--- src/rtl/frame_sequencer.sv ---
// Frame sequencer: streams every pixel of a frame from memory through an external
// pixel pipeline and writes the result back to the same address.
module frame_sequencer #(
  parameter int PIXEL_SIZE = 24,
  parameter int DIM_WIDTH  = 11,
  parameter int ADDR_WIDTH = 18,
  parameter int LATENCY    = 2
) (
  input  logic                  clk,
  input  logic                  reset,
  input  logic                  start,
  input  logic [DIM_WIDTH-1:0]  width,
  input  logic [DIM_WIDTH-1:0]  height,
  output logic                  busy,
  output logic                  done,
  output logic                  error,
  output logic                  rd_en,
  output logic [ADDR_WIDTH-1:0] rd_addr,
  input  logic [PIXEL_SIZE-1:0] rd_data,
  output logic                  pipe_en,
  output logic                  pipe_hsync,
  output logic                  pipe_vsync,
  output logic [PIXEL_SIZE-1:0] pipe_data,
  input  logic [PIXEL_SIZE-1:0] pipe_out,
  output logic                  wr_en,
  output logic [ADDR_WIDTH-1:0] wr_addr,
  output logic [PIXEL_SIZE-1:0] wr_data
);

  localparam int NW = 2 * DIM_WIDTH;

  typedef enum logic [1:0] {IDLE, RUN, FLUSH, DONE} state_t;

  state_t                state, state_nxt;
  logic [NW-1:0]         n_calc;
  logic                  n_bad;
  logic                  accept;
  logic                  last_rd;
  logic [DIM_WIDTH-1:0]  width_r;
  logic [DIM_WIDTH-1:0]  x;
  logic [DIM_WIDTH-1:0]  y;
  logic [ADDR_WIDTH-1:0] k;
  logic [ADDR_WIDTH-1:0] n_last;
  logic                  err_q;
  logic                  hs_p0;
  logic                  vs_p0;
  logic [LATENCY:0]      vld_p;
  logic [LATENCY:0]      last_p;
  logic [ADDR_WIDTH-1:0] addr_p [0:LATENCY];

  // Frame size is judged at full product width so oversize frames cannot alias.
  assign n_calc  = NW'(width) * NW'(height);
  assign n_bad   = (n_calc == '0) || (64'(n_calc) > (64'd1 << ADDR_WIDTH));
  assign accept  = (state == IDLE) && start && !n_bad;
  assign last_rd = (k == n_last);

  always_comb begin
    state_nxt  = state;
    busy       = 1'b0;
    done       = 1'b0;
    error      = err_q;
    rd_en      = 1'b0;
    rd_addr    = '0;
    pipe_en    = vld_p[0];
    pipe_hsync = vld_p[0] & hs_p0;
    pipe_vsync = vld_p[0] & vs_p0;
    pipe_data  = vld_p[0] ? rd_data : '0;
    wr_en      = vld_p[LATENCY];
    wr_addr    = vld_p[LATENCY] ? addr_p[LATENCY] : '0;
    wr_data    = vld_p[LATENCY] ? pipe_out : '0;
    case (state)
      IDLE: begin
        if (accept) state_nxt = RUN;
      end
      RUN: begin
        busy    = 1'b1;
        rd_en   = 1'b1;
        rd_addr = k;
        if (last_rd) state_nxt = FLUSH;
      end
      FLUSH: begin
        busy = 1'b1;
        if (vld_p[LATENCY] && last_p[LATENCY]) state_nxt = DONE;
      end
      DONE: begin
        done      = 1'b1;
        state_nxt = IDLE;
      end
      default: state_nxt = IDLE;
    endcase
  end

  always_ff @(posedge clk) begin
    if (reset) begin
      state   <= IDLE;
      err_q   <= 1'b0;
      width_r <= '0;
      n_last  <= '0;
      k       <= '0;
      x       <= '0;
      y       <= '0;
      hs_p0   <= 1'b0;
      vs_p0   <= 1'b0;
      vld_p   <= '0;
      last_p  <= '0;
      for (int i = 0; i <= LATENCY; i++) addr_p[i] <= '0;
    end else begin
      state <= state_nxt;
      err_q <= (state == IDLE) && start && n_bad;
      if (accept) begin
        width_r <= width;
        n_last  <= ADDR_WIDTH'(n_calc - NW'(1));
        k       <= '0;
        x       <= '0;
        y       <= '0;
      end else if (state == RUN) begin
        k <= k + ADDR_WIDTH'(1);
        if (x == width_r - DIM_WIDTH'(1)) begin
          x <= '0;
          y <= y + DIM_WIDTH'(1);
        end else begin
          x <= x + DIM_WIDTH'(1);
        end
      end
      // Stage p0: read issued last cycle, pixel now on rd_data
      vld_p[0]  <= rd_en;
      last_p[0] <= rd_en & last_rd;
      addr_p[0] <= k;
      hs_p0     <= (x == '0);
      vs_p0     <= (x == '0) && (y == '0);
      // Stages p1..pLATENCY: align address with the pipeline return
      for (int i = 1; i <= LATENCY; i++) begin
        vld_p[i]  <= vld_p[i-1];
        last_p[i] <= last_p[i-1];
        addr_p[i] <= addr_p[i-1];
      end
    end
  end

endmodule
--- config.mk ---
export PLATFORM = sky130hd
export DESIGN_NAME = frame_sequencer
export DESIGN_NICKNAME = d
export VERILOG_FILES = /design/src/rtl/frame_sequencer.sv
export SDC_FILE = /design/constraint.sdc
export NUM_CORES = 1
export LEC_CHECK = 0
export CAP_MARGIN = 20
export CORE_MARGIN = 8
export CORE_UTILIZATION = 55
export DETAILED_ROUTE_END_ITERATION = 12
export DONT_BUFFER_PORTS = 1
export GPL_ROUTABILITY_DRIVEN = 0
export PLACE_DENSITY = 0.73
export SYNTH_ARGS = -nofsm -noshare
export SYNTH_HDL_FRONTEND = slang
export SYNTH_SLANG_ARGS = --single-unit
--- constraint.sdc ---
create_clock -name clk -period 10.45 [get_ports clk]
set_clock_uncertainty 0.05 [all_clocks]
set_input_delay 2.09 -clock clk [delete_from_list [all_inputs] [get_ports clk]]
set_output_delay 2.09 -clock clk [all_outputs]
set_load 0.05 [all_outputs]
After elaboration in Yosys (flattened, before gate mapping). Memory sizes are Yosys's and may differ from the RTL's. Index checks and enable logic that the tools add are counted.

Add/subtract/negate cells: 5. Multiply operators: 1. Order comparisons: 1. Eq/ne operators: 8. Muxes and demuxes: 18. Bitwise logic cells: 6. Reductions and logical operators: 15.

Operators with widths (number): $mux 18 (5); $mux 24 (2); $add 11x1->11 const B (2); $gt 22x19->1 const B (1); $logic_not 11->1 (2); $logic_not 22->1 (1); $mul 11x11->22 (1); $add 18x1->18 const B (1); $eq 18x18->1 (1); $sub 18x1->18 const B (1); $eq 11x11->1 (1); $mux 11 (1); $sub 11x1->11 const B (1); $pmux 2 s4 (1); $mux 1 (6); $mux 2 (3); $ne 2x2->1 const B (3); $logic_and 1x1->1 (5); $eq 2x2->1 const B (2); $reduce_or 2->1 (2); $and 1x1->1 (3); $or 1x1->1 (3); $reduce_and 3->1 (1); $eq 2x1->1 const B (1); other kinds (4) (4).

Flip-flop bits (word level): 80. Memory bits (writable): 54. Output and inout port bits: 92. Memories kept: 1.

Memories: addr_p (depth 3, bits a word 18, read ports 3, clocked after Yosys merged registers in 0, write ports 3, line 49) `logic [ADDR_WIDTH-1:0] addr_p [0:LATENCY];`.

Logic depth before layout (Yosys ltp). Gate-level depths: netlist of the first run.

Word-level depth: 7. Gate-level depth with buffers: 24. Mapped depth without buffers: 21.

Least setup slack after synthesis of the first run. Ideal clock, no wire load.

Path type: input-to-reg. From: input height[4]. To: register n_last[11]. Library setup time: 128 ps. Arrival: 7804 ps. Data required time: 10272 ps. Path slack: 2468 ps. Stages: 22. Path buffers: 3. Cells stage by stage: clkbuf_1 > nand2_1 > fa_1 > inv_1 > fa_1 > fa_1 > fa_1 > inv_1 > fa_1 > inv_1 > ha_1 > clkbuf_1 > a21o_1 > and3_1 > nand2b_1 > nor4bb_1 > o221a_2 > a41oi_1 > nor4_4 > buf_2 > mux2i_1 > nor2_1.

Word-level cells in the longest chain between the ends: 5. Elaborated cells between the ends (all ways): 7.

Ends and longest elaborated chain: start, declared (line 13) `input logic [DIM_WIDTH-1:0] height,`; $mul 11x11->22 * (line 52) `assign n_calc = NW'(width) * NW'(height);`; $gt 22x19->1 / $logic_not 22->1 (equally long branches) (line 53) `assign n_bad = (n_calc == '0) || (64'(n_calc) > (64'd1 << ADDR_WIDTH));`; $logic_or 1x1->1 (line 53); $logic_not 1->1 (line 54) `assign accept = (state == IDLE) && start && !n_bad;`; $logic_and 1x1->1 (line 54); end signal, assigned (line 112) `n_last <= ADDR_WIDTH'(n_calc - NW'(1));`; end, declared (line 43) `logic [ADDR_WIDTH-1:0] n_last;`.

Every way passes the cells marked *; elsewhere a longest branch is shown, timed or not. A chain may end at the register's enable or synchronous reset.

Worst setup path in the final report of the first run.
From: input height[7]. To: register n_last[4].

Word-level cells in the longest chain between the ends: 5. Elaborated cells between the ends (all ways): 6.

Ends and longest elaborated chain (line): $mul 11x11->22 * (52); $gt 22x19->1 / $logic_not 22->1 (equally long branches) (53); $logic_or 1x1->1 * (53); $logic_not 1->1 * (54); $logic_and 1x1->1 * (54).

Marked as above.

==> out/metrics.yaml, run 1 <==
route:
  drcViolationCount: 0
  drt_wl_total_um: 24280
  ant_nets: 0
  avgRoutedWirePerCell_um: 17.38
  drtIter0Drc: 415
  vias_per_cell: 5.516
  vias: 7706
  drtPass1Iterations: 5
clock_tree:
  cts_buffer_depth: 2
  ctsResizeCount: 0
  cts_tree: "yes"
  htreeDepth: 4
  clkTransAtPathRegs_ns: 0.07
  insertion_delay_ns: 0.41
  cts_root_buf: "clkbuf_16"
  post_cts_buffers: 0
  cts_hold_buf: 0
  cts.sinks: 134
  numCtsBuffers: 17
synthesis:
  yosysWarnings: 0
  synth_top_family_by_area: "simple AND/OR/NAND/NOR gates"
  synth_fp_nets: 1408
  synth_fa_ha_area_frac: 0.2408
  synth-seq-area-share: 0.2594
  avgSynthCellArea_um2: 8.733
  synth_edf_count: 0
  synth_seq_cells: 134
  synthArstFlopShare: 0
  ys.flop_type: "dfxtp_1"
  synthMuxAreaShare: 0.01646
  syn_inst: 1184
  synth_xor_area_frac: 0.07539
  netlist_area_um2: 10340
  synth_simple_gate_area_frac: 0.2708
  synthDistinctLibCells: 65
  synth_compound_area_frac: 0.07212
sta:
  finalHoldViolCount: 0
  final.setup.worst_slack_ns: 2.419
  worstMarginPinSlew_ns: 1.118
  rsz0062_at_grt: "no"
  setup_tns_ns: 0
  setup_viol_count_final: 0
  fmax_ghz: 0.1245
  relSlewSlack: 0.2536
  period_minus_slack_ns: 8.031
  final_min_period_over_clock_period: 0.7685
  slew_viol_final: 0
floorplan:
  io_pins: 165
  core.rowCount: 50
  fp.coreArea_um2: 18580
  dieHeight_um: 153.1
  die_area_um2: 23440
  die_w_um: 153.1
  start_util: 0.5565
worst_setup_path:
  path_buf_inv: 3
  cp_top_family: "adder cells"
  start_kind: "input pin"
  worstPathMaxFanout: 40
  crit_path_frequent_cell: "fa_1"
  cpMaxStageDelayCell: "o311ai_1"
  worst_path_largest_cell_delay_ns: 0.63
  crit_path_end_kind: "flop"
  crit_arrival_ns: 8.29
  crit_chain: "and2_1 -> fa_1 -> fa_1 -> fa_1 -> fa_1 -> inv_1 -> fa_1 -> inv_1 -> ha_1 -> nand2_1 -> nor2b_1 -> a21oi_1 -> o311ai_1 -> a41oi_1 -> nor4_4 -> buf_4 -> nor2_1 -> a311oi_1"
  worstSetupPathType: "in2reg"
  cp.required_ns: 10.71
global_routing:
  grt_pass1_wl_um: 40500
  track_usage: 0.2133
  grt_antenna_before_repair: 10
  grt_pass1_vias: 7809
  grt_overflow_total: 0
  grt_max_degree: 94
final_layout:
  area_growth_pct: 7.128
  layout.nets: 1372
  final_cells: 1397
  drive_gt1_frac: 0.04479
place:
  detailedPlacementHpwl_um: 19180
  pre_cts_ws_ns: 2.011
  portBuffers: 0
  placed_cells_incl_taps: 1363
pwr:
  pwr_density_cell_nw_per_um2: 286.0
  ir_drop_v: 0.0002226
  leakagePower_nw: 4.902
hold_path:
  min-delay-path-class: "reg2reg"
run:
  maxCapViolations: 0
status:
  status: "finished clean"
synthesized netlist by cell type (10+ instances only):
cell type,n,share of area
and3_1,13,0.0079
a21oi_1,20,0.0097
nand2_1,90,0.033
dfxtp_1,134,0.26
xnor2_1,45,0.038
a211oi_1,18,0.013
fa_1,80,0.15
xor2_1,44,0.037
mux2i_1,17,0.016
nor3_1,16,0.0077
nand4_1,13,0.0079
nor2_1,95,0.034
nand3_1,20,0.0097
clkbuf_1,53,0.019
ha_1,71,0.086
and2_1,168,0.10
inv_1,117,0.042
o21ai_0,10,0.0048
nor2b_1,58,0.035
logic make-up (layout without fill, tap and decap cells):
kind of cell	count (synthesis)	in the layout
other cells	0	2
buf+inv	176	153
compound gates	104	104
fa+ha+maj	151	151
xor+xnor	89	89
flops	134	134
mux	17	17
simple gates	513	513
sequential cells by signal, summed over array words and instances, names as in the netlist, 2 cells and up:
name,cells
width_r,11
y,11
addr_p,54
state,2
vld_p,3
n_last,18
k,18
last_p,3
x,11
power breakdown:
part / total, W / leakage [nW] / switching (W) / internal (W)
clock: 0.000619 / 0.308 / 0.000252 / 0.000367
combinational: 0.00192 / 3.51 / 0.00116 / 0.000762
sequential: 0.000631 / 1.08 / 0.0000622 / 0.000569
total: 0.00317 / 4.90 / 0.00147 / 0.00170
stage by stage:
| stage | area (µm²) | power, W | utilization | hold WS [ns] |
|---|---|---|---|---|
| 3_3_place_gp | 10440 | 0.002528 | 0.5618 | 0.3670 |
| 2_1_floorplan | 10340 | 0.002176 | - | 0.3638 |
| 5_1_grt | 11080 | 0.003459 | 0.5962 | 0.3977 |
| 3_5_place_dp | 10440 | 0.002545 | 0.5618 | 0.3720 |
| 4_1_cts | 11070 | 0.003182 | 0.5959 | 0.3848 |
| 6_report | 11080 | 0.003168 | 0.5962 | 0.3833 |
cells in the final DEF (no fill, tap or decap), types with 9 or more instances in the layout:
cell / netlist / layout
and2_1: 168 / 168
and3_1: 13 / 13
o21ai_0: 10 / 10
nand2_1: 90 / 90
ha_1: 71 / 71
nand4_1: 13 / 13
inv_1: 117 / 117
a211oi_1: 18 / 18
fa_1: 80 / 80
clkbuf_16: 0 / 17
nor2_1: 95 / 95
xnor2_1: 45 / 45
nor3_1: 16 / 16
a21oi_1: 20 / 20
nor2b_1: 58 / 58
dfxtp_1: 134 / 134
a21o_1: 9 / 9
xor2_1: 44 / 44
nand3_1: 20 / 20
a211o_1: 9 / 9
mux2i_1: 17 / 17
layout make-up:
cell class,count,area (µm²)
Antenna cell,2,5.005
Fill cell,1559,7503
Clock buffer,17,425.4
Sequential cell,134,2683
Multi-Input combinational cell,874,6993
Clock inverter,15,209.0
Timing Repair Buffer,4,30.03
Inverter,117,439.2
Tap cell,234,292.8
routing by layer:
metal | GRT usage | routed length, µm | vias up | share of wire
met4 | 0.08671 | 582 | 0 | 0.024
li1 | - | - | 3744 | -
met5 | 0 | 0 | - | 0
met1 | 0.2280 | 9439 | 3661 | 0.39
met3 | 0.04624 | 1587 | 44 | 0.065
met2 | 0.3993 | 12670 | 257 | 0.52
worst reg2reg max path: stages (launching register included):
cell	delay, ns
dfxtp_1	0.36
inv_1	0.08
ha_1	0.23
or4b_4	0.51
nor2_2	0.11
xnor2_1	0.07
or4_4	0.55
nor4_4	0.40
and2_1	0.39
nand4_4	0.15
or3_1	0.36
a21oi_1	0.14
path summary, 6_finish.rpt:
path / slack (ns) / from / to / cells after the start
min: 0.38 / addr_p[0][11] / addr_p[0][29] / 1
max: 2.42 / height[7] / n_last[4] / 18
max reg2reg: 6.98 / width_r[0] / y[10] / 11
min reg2reg: 0.38 / addr_p[0][11] / addr_p[0][29] / 1
Power figures use the tool's default switching activity.
==> run 2, diff against run 1 <==
==> constraint.sdc (replaced) <==
create_clock -name clk -period 7.7 [get_ports clk]
set_clock_uncertainty 0.05 [all_clocks]
set_input_delay 1.54 -clock clk [delete_from_list [all_inputs] [get_ports clk]]
set_output_delay 1.54 -clock clk [all_outputs]
set_load 0.05 [all_outputs]
==> out/metrics.yaml, run 2 (same netlist as run 1, synthesis figures left out) <==
clock_tree:
  insertion_delay_ns: 0.42
  cts_buffer_depth: 2
  post_cts_buffers: 0
  numCtsBuffers: 17
  clkTransAtPathRegs_ns: 0.06
  cts_hold_buf: 0
  cts_root_buf: "clkbuf_16"
  cts_tree: "yes"
  cts.sinks: 134
  ctsResizeCount: 0
  htreeDepth: 4
global_routing:
  grt_antenna_before_repair: 9
  grt_pass1_vias: 7999
  track_usage: 0.2087
  grt_max_degree: 94
  grt_overflow_total: 0
  grt_pass1_wl_um: 40180
route:
  drtIter0Drc: 342
  ant_nets: 0
  vias: 7764
  drcViolationCount: 0
  drt_wl_total_um: 24200
  vias_per_cell: 5.542
  drtPass1Iterations: 5
  avgRoutedWirePerCell_um: 17.27
worst_setup_path:
  start_kind: "input pin"
  crit_path_frequent_cell: "fa_1"
  worstSetupPathType: "in2reg"
  cp.required_ns: 7.95
  crit_arrival_ns: 7.23
  worstPathMaxFanout: 11
  cpMaxStageDelayCell: "o41ai_2"
  crit_path_end_kind: "flop"
  worst_path_largest_cell_delay_ns: 0.62
  r2r_start: "width_r[0]"
  setup.worst_path.start: "height[4]"
  crit_chain: "nand2_1 -> fa_1 -> fa_1 -> fa_1 -> inv_1 -> fa_1 -> inv_1 -> fa_1 -> inv_1 -> ha_1 -> o21a_1 -> o211ai_1 -> a21oi_1 -> o211ai_1 -> o221a_2 -> a41oi_1 -> o41ai_2 -> or2_2 -> nor2_1"
final_layout:
  largest_reg_flops: 54
  layout_common_cells: "and2_1 (168), dfxtp_1 (134), inv_1 (117)"
  largest-register: "addr_p"
  layout.nets: 1377
  layout_commonest_cell: "and2_1"
  drive_gt1_frac: 0.04889
  reg_top3: "addr_p (54), k (18), n_last (18)"
  final_cells: 1401
  area_growth_pct: 7.563
sta:
  setup_tns_ns: 0
  period_minus_slack_ns: 6.984
  relSlewSlack: 0.2614
  finalHoldViolCount: 0
  rsz0062_at_grt: "no"
  setup_viol_count_final: 0
  final_min_period_over_clock_period: 0.9070
  slew_viol_final: 0
  worstMarginPinSlew_ns: 1.106
  fmax_ghz: 0.1432
pwr:
  pwr_density_cell_nw_per_um2: 394.8
  leakagePower_nw: 4.927
  ir_drop_v: 0.0002776
floorplan:
  dieHeight_um: 153.1
  start_util: 0.5565
  io_pins: 165
  core.rowCount: 50
  fp.coreArea_um2: 18580
  die_area_um2: 23440
  die_w_um: 153.1
hold_path:
  min-delay-path-class: "reg2reg"
  hp-start: "addr_p[0][25]"
place:
  placed_cells_incl_taps: 1368
  portBuffers: 0
  detailedPlacementHpwl_um: 19140
run:
  maxCapViolations: 0
status:
  status: "finished clean"
## run 2: cell types whose count changed in the layout (fill, tap and decap cells not counted)
cell,change
inv_8,-1
clkinv_4,-1
diode_2,-1
buf_12,+1
inv_6,+2
buf_4,+4
## run 2: path summary, 6_finish.rpt
path,cells past startpoint,endpoint,slack (ns)
worst max-delay path,19,x[0],0.72
worst min-delay path,1,addr_p[0][43],0.38
worst max register to register,11,y[10],4.20
worst min register to register,1,addr_p[0][43],0.38
## run 2: through the flow
step / util / setup slack [ns] / total power [W] / area (µm²) / hold WS, ns
floorplan: - / 0.2683 / 0.002953 / 10340 / 0.3638
global placement: 0.5644 / 0.3816 / 0.003524 / 10490 / 0.3674
detailed placement: 0.5644 / 0.3136 / 0.003560 / 10490 / 0.3704
CTS: 0.5985 / 0.7411 / 0.004421 / 11120 / 0.3834
global route: 0.5985 / 0.3633 / 0.004806 / 11120 / 0.3956
finish: 0.5986 / 0.7158 / 0.004391 / 11120 / 0.3800
## run 2: per-layer routing
metal	routed length (µm)	up-vias	share of wire	global-route usage
li1	-	3758	-	-
met1	9504	3725	0.39	0.2173
met2	12850	227	0.53	0.4080
met3	1263	54	0.052	0.04454
met4	584	0	0.024	0.06362
met5	0	-	0	0
## run 2: power by group
part	leakage [nW]	internal, W	switching (W)
clock	0.307	0.000497	0.000344
combinational	3.54	0.00113	0.00157
sequential	1.08	0.000772	0.0000841
total	4.93	0.00240	0.00200
## run 2: cell type report
| type | count | area (µm²) |
|---|---|---|
| inverter | 117 | 439.2 |
| timing repair buffer | 9 | 80.08 |
| clock inverter | 15 | 206.4 |
| sequential | 134 | 2683 |
| multi-input combinational | 874 | 6993 |
| tap | 234 | 292.8 |
| clock buffer | 17 | 425.4 |
| fill | 1554 | 7458 |
| antenna | 1 | 2.502 |
## run 2: critical path, delay by kind of cell
family,cells,cell delay [ns]
AOI/OAI and AO/OA,7,2.14
and+or+nand+nor,3,0.45
adders and majority gates,6,2.94
buffers and inverters,3,0.17
==> run 3, diff against run 2 <==
--- a/config.mk
+++ b/config.mk
@@ -6,7 +6,7 @@
 export NUM_CORES = 1
 export LEC_CHECK = 0
 export CAP_MARGIN = 20
-export CORE_MARGIN = 8
+export CORE_MARGIN = 2
 export CORE_UTILIZATION = 55
 export DETAILED_ROUTE_END_ITERATION = 12
 export DONT_BUFFER_PORTS = 1
==> out/metrics.yaml, run 3 (same netlist as run 1, synthesis figures left out) <==
status:
  status: "finished clean"
sta:
  period_minus_slack_ns: 7.012
  final.setup.worst_slack_ns: 0.6877
  slew_viol_final: 0
  final_min_period_over_clock_period: 0.9107
  relSlewSlack: 0.3147
  finalHoldViolCount: 0
  worstMarginPinSlew_ns: 1.027
  setup_tns_ns: 0
  setup_viol_count_final: 0
  rsz0062_at_grt: "no"
  fmax_ghz: 0.1426
final_layout:
  layout.nets: 1378
  reg_top3: "addr_p (54), k (18), n_last (18)"
  layout_commonest_cell: "and2_1"
  largest_reg_flops: 54
  design_area_um2: 11100
  largest-register: "addr_p"
  layout_common_cells: "and2_1 (168), dfxtp_1 (134), inv_1 (117)"
  nFillCells: 1599
  drive_gt1_frac: 0.04970
  area_growth_pct: 7.357
clock_tree:
  post_cts_buffers: 0
  cts_tree: "yes"
  numCtsBuffers: 17
  clkTransAtPathRegs_ns: 0.06
  insertion_delay_ns: 0.42
  cts_buffer_depth: 2
  ctsResizeCount: 0
  cts.sinks: 134
  htreeDepth: 4
  cts_root_buf: "clkbuf_16"
  cts_hold_buf: 0
pwr:
  swShare: 0.4596
  share_comb_of_total_power: 0.619
  finalPower_w: 0.004373
  ir_drop_v: 0.0002843
  clock_power_share: 0.185
  p_switching_w: 0.002010
  p_int_w: 0.002363
  power_frac_seq: 0.196
  leakagePower_nw: 4.912
  pwr_density_cell_nw_per_um2: 393.9
run:
  maxCapViolations: 0
worst_setup_path:
  crit_path_end_kind: "flop"
  start_kind: "input pin"
  crit_arrival_ns: 7.26
  cp.required_ns: 7.95
  cpMaxStageDelayCell: "o41ai_2"
  crit_chain: "and2_1 -> fa_1 -> inv_1 -> fa_1 -> inv_1 -> fa_1 -> inv_1 -> fa_1 -> inv_1 -> ha_1 -> ha_1 -> and3_1 -> and3_1 -> nand2b_1 -> nor4bb_1 -> o221a_2 -> a41oi_1 -> o41ai_2 -> buf_4 -> nor2_1"
  cp_top_family: "adder cells"
  worstPathMaxFanout: 19
  ff2ff_setup_slack_ns: 4.22
  worstSetupPathType: "in2reg"
  worst_path_largest_cell_delay_ns: 0.59
  r2r_start: "width_r[0]"
  r2r_end: "y[10]"
  path_buf_inv: 5
  r2r.worst_path.cells: 11
floorplan:
  start_util: 0.5565
  fp.coreArea_um2: 18580
  die_area_um2: 19910
  io_pins: 165
  core.rowCount: 50
  die_w_um: 141.1
  dieHeight_um: 141.1
hold_path:
  min-delay-path-class: "reg2reg"
  hp-start: "addr_p[0][9]"
  min_delay_worst_endpoint: "addr_p[0][27]"
  whs_path_depth: 1
route:
  drtPass1Iterations: 5
  ant_nets: 0
  drcViolationCount: 0
  vias: 7715
  drtIter0Drc: 389
  avgRoutedWirePerCell_um: 16.47
  drt_wl_total_um: 23170
  vias_per_cell: 5.483
place:
  portBuffers: 0
  placed_area_um2: 10480
  detailedPlacementHpwl_um: 18130
  pre_cts_ws_ns: 0.3117
global_routing:
  grt_overflow_total: 0
  grt_max_degree: 94
  track_usage: 0.2381
  grt_antenna_before_repair: 7
  grt_pass1_wl_um: 37940
  grt_pass1_vias: 7670
[run 3: changes by cell type in the layout (fill, tap and decap cells not counted)]
cell        previous run  this run
buf_12                 1         0
buf_4                  8        10
bufinv_16              2         1
clkinv_8               4         2
clkinvlp_4             0         2
diode_2                1         6
inv_6                  7         4
inv_8                  1         5
[run 3: routing by layer]
layer	track usage	vias to the layer above	wire (µm)
li1	-	3745	-
met1	0.2710	3711	9282
met2	0.4428	216	12130
met3	0.03431	43	1044
met4	0.1026	0	715
met5	0	-	0
[run 3: area by class of cell]
type / count / area, µm² / area share
Clock buffer: 17 / 425.4 / 0.03832
Timing Repair Buffer: 10 / 75.07 / 0.006763
Clock inverter: 15 / 177.7 / 0.01601
Multi-Input combinational cell: 874 / 6993 / 0.6300
Antenna cell: 6 / 15.01 / 0.001353
Tap cell: 234 / 292.8 / 0.02638
Inverter: 117 / 439.2 / 0.03956
Sequential cell: 134 / 2683 / 0.2417
[run 3: metrics by stage]
step                      instances  utilization  hold slack (ns)
final                          1407       0.5974           0.3840
after detailed placement       1369       0.5642           0.3704
after global routing           1407       0.5974           0.3915
after global placement         1369       0.5642           0.3654
after floorplan                1184            -           0.3638
after CTS                      1401       0.5966           0.3855
[run 3: how the worst max path moves through the flow]
stage	from	slack, ns	end	depth (start not counted)
2_1_floorplan	height[4]	0.27	n_last[11]	22
3_3_place_gp	height[10]	0.44	width_r[7]	18
3_5_place_dp	height[10]	0.31	n_last[4]	21
4_1_cts	height[10]	0.74	n_last[4]	21
5_1_grt	height[10]	0.42	x[5]	18
6_report	height[10]	0.69	y[8]	20
[run 3: power by group through the flow]
stage                     Combinational [W]  Clock [W]  Sequential (W)
after floorplan                     0.00210          0        0.000848
after CTS                           0.00271   0.000820        0.000857
final                               0.00271   0.000807        0.000857
after global routing                0.00304   0.000846        0.000867
after detailed placement            0.00269          0        0.000872
after global placement              0.00265          0        0.000868
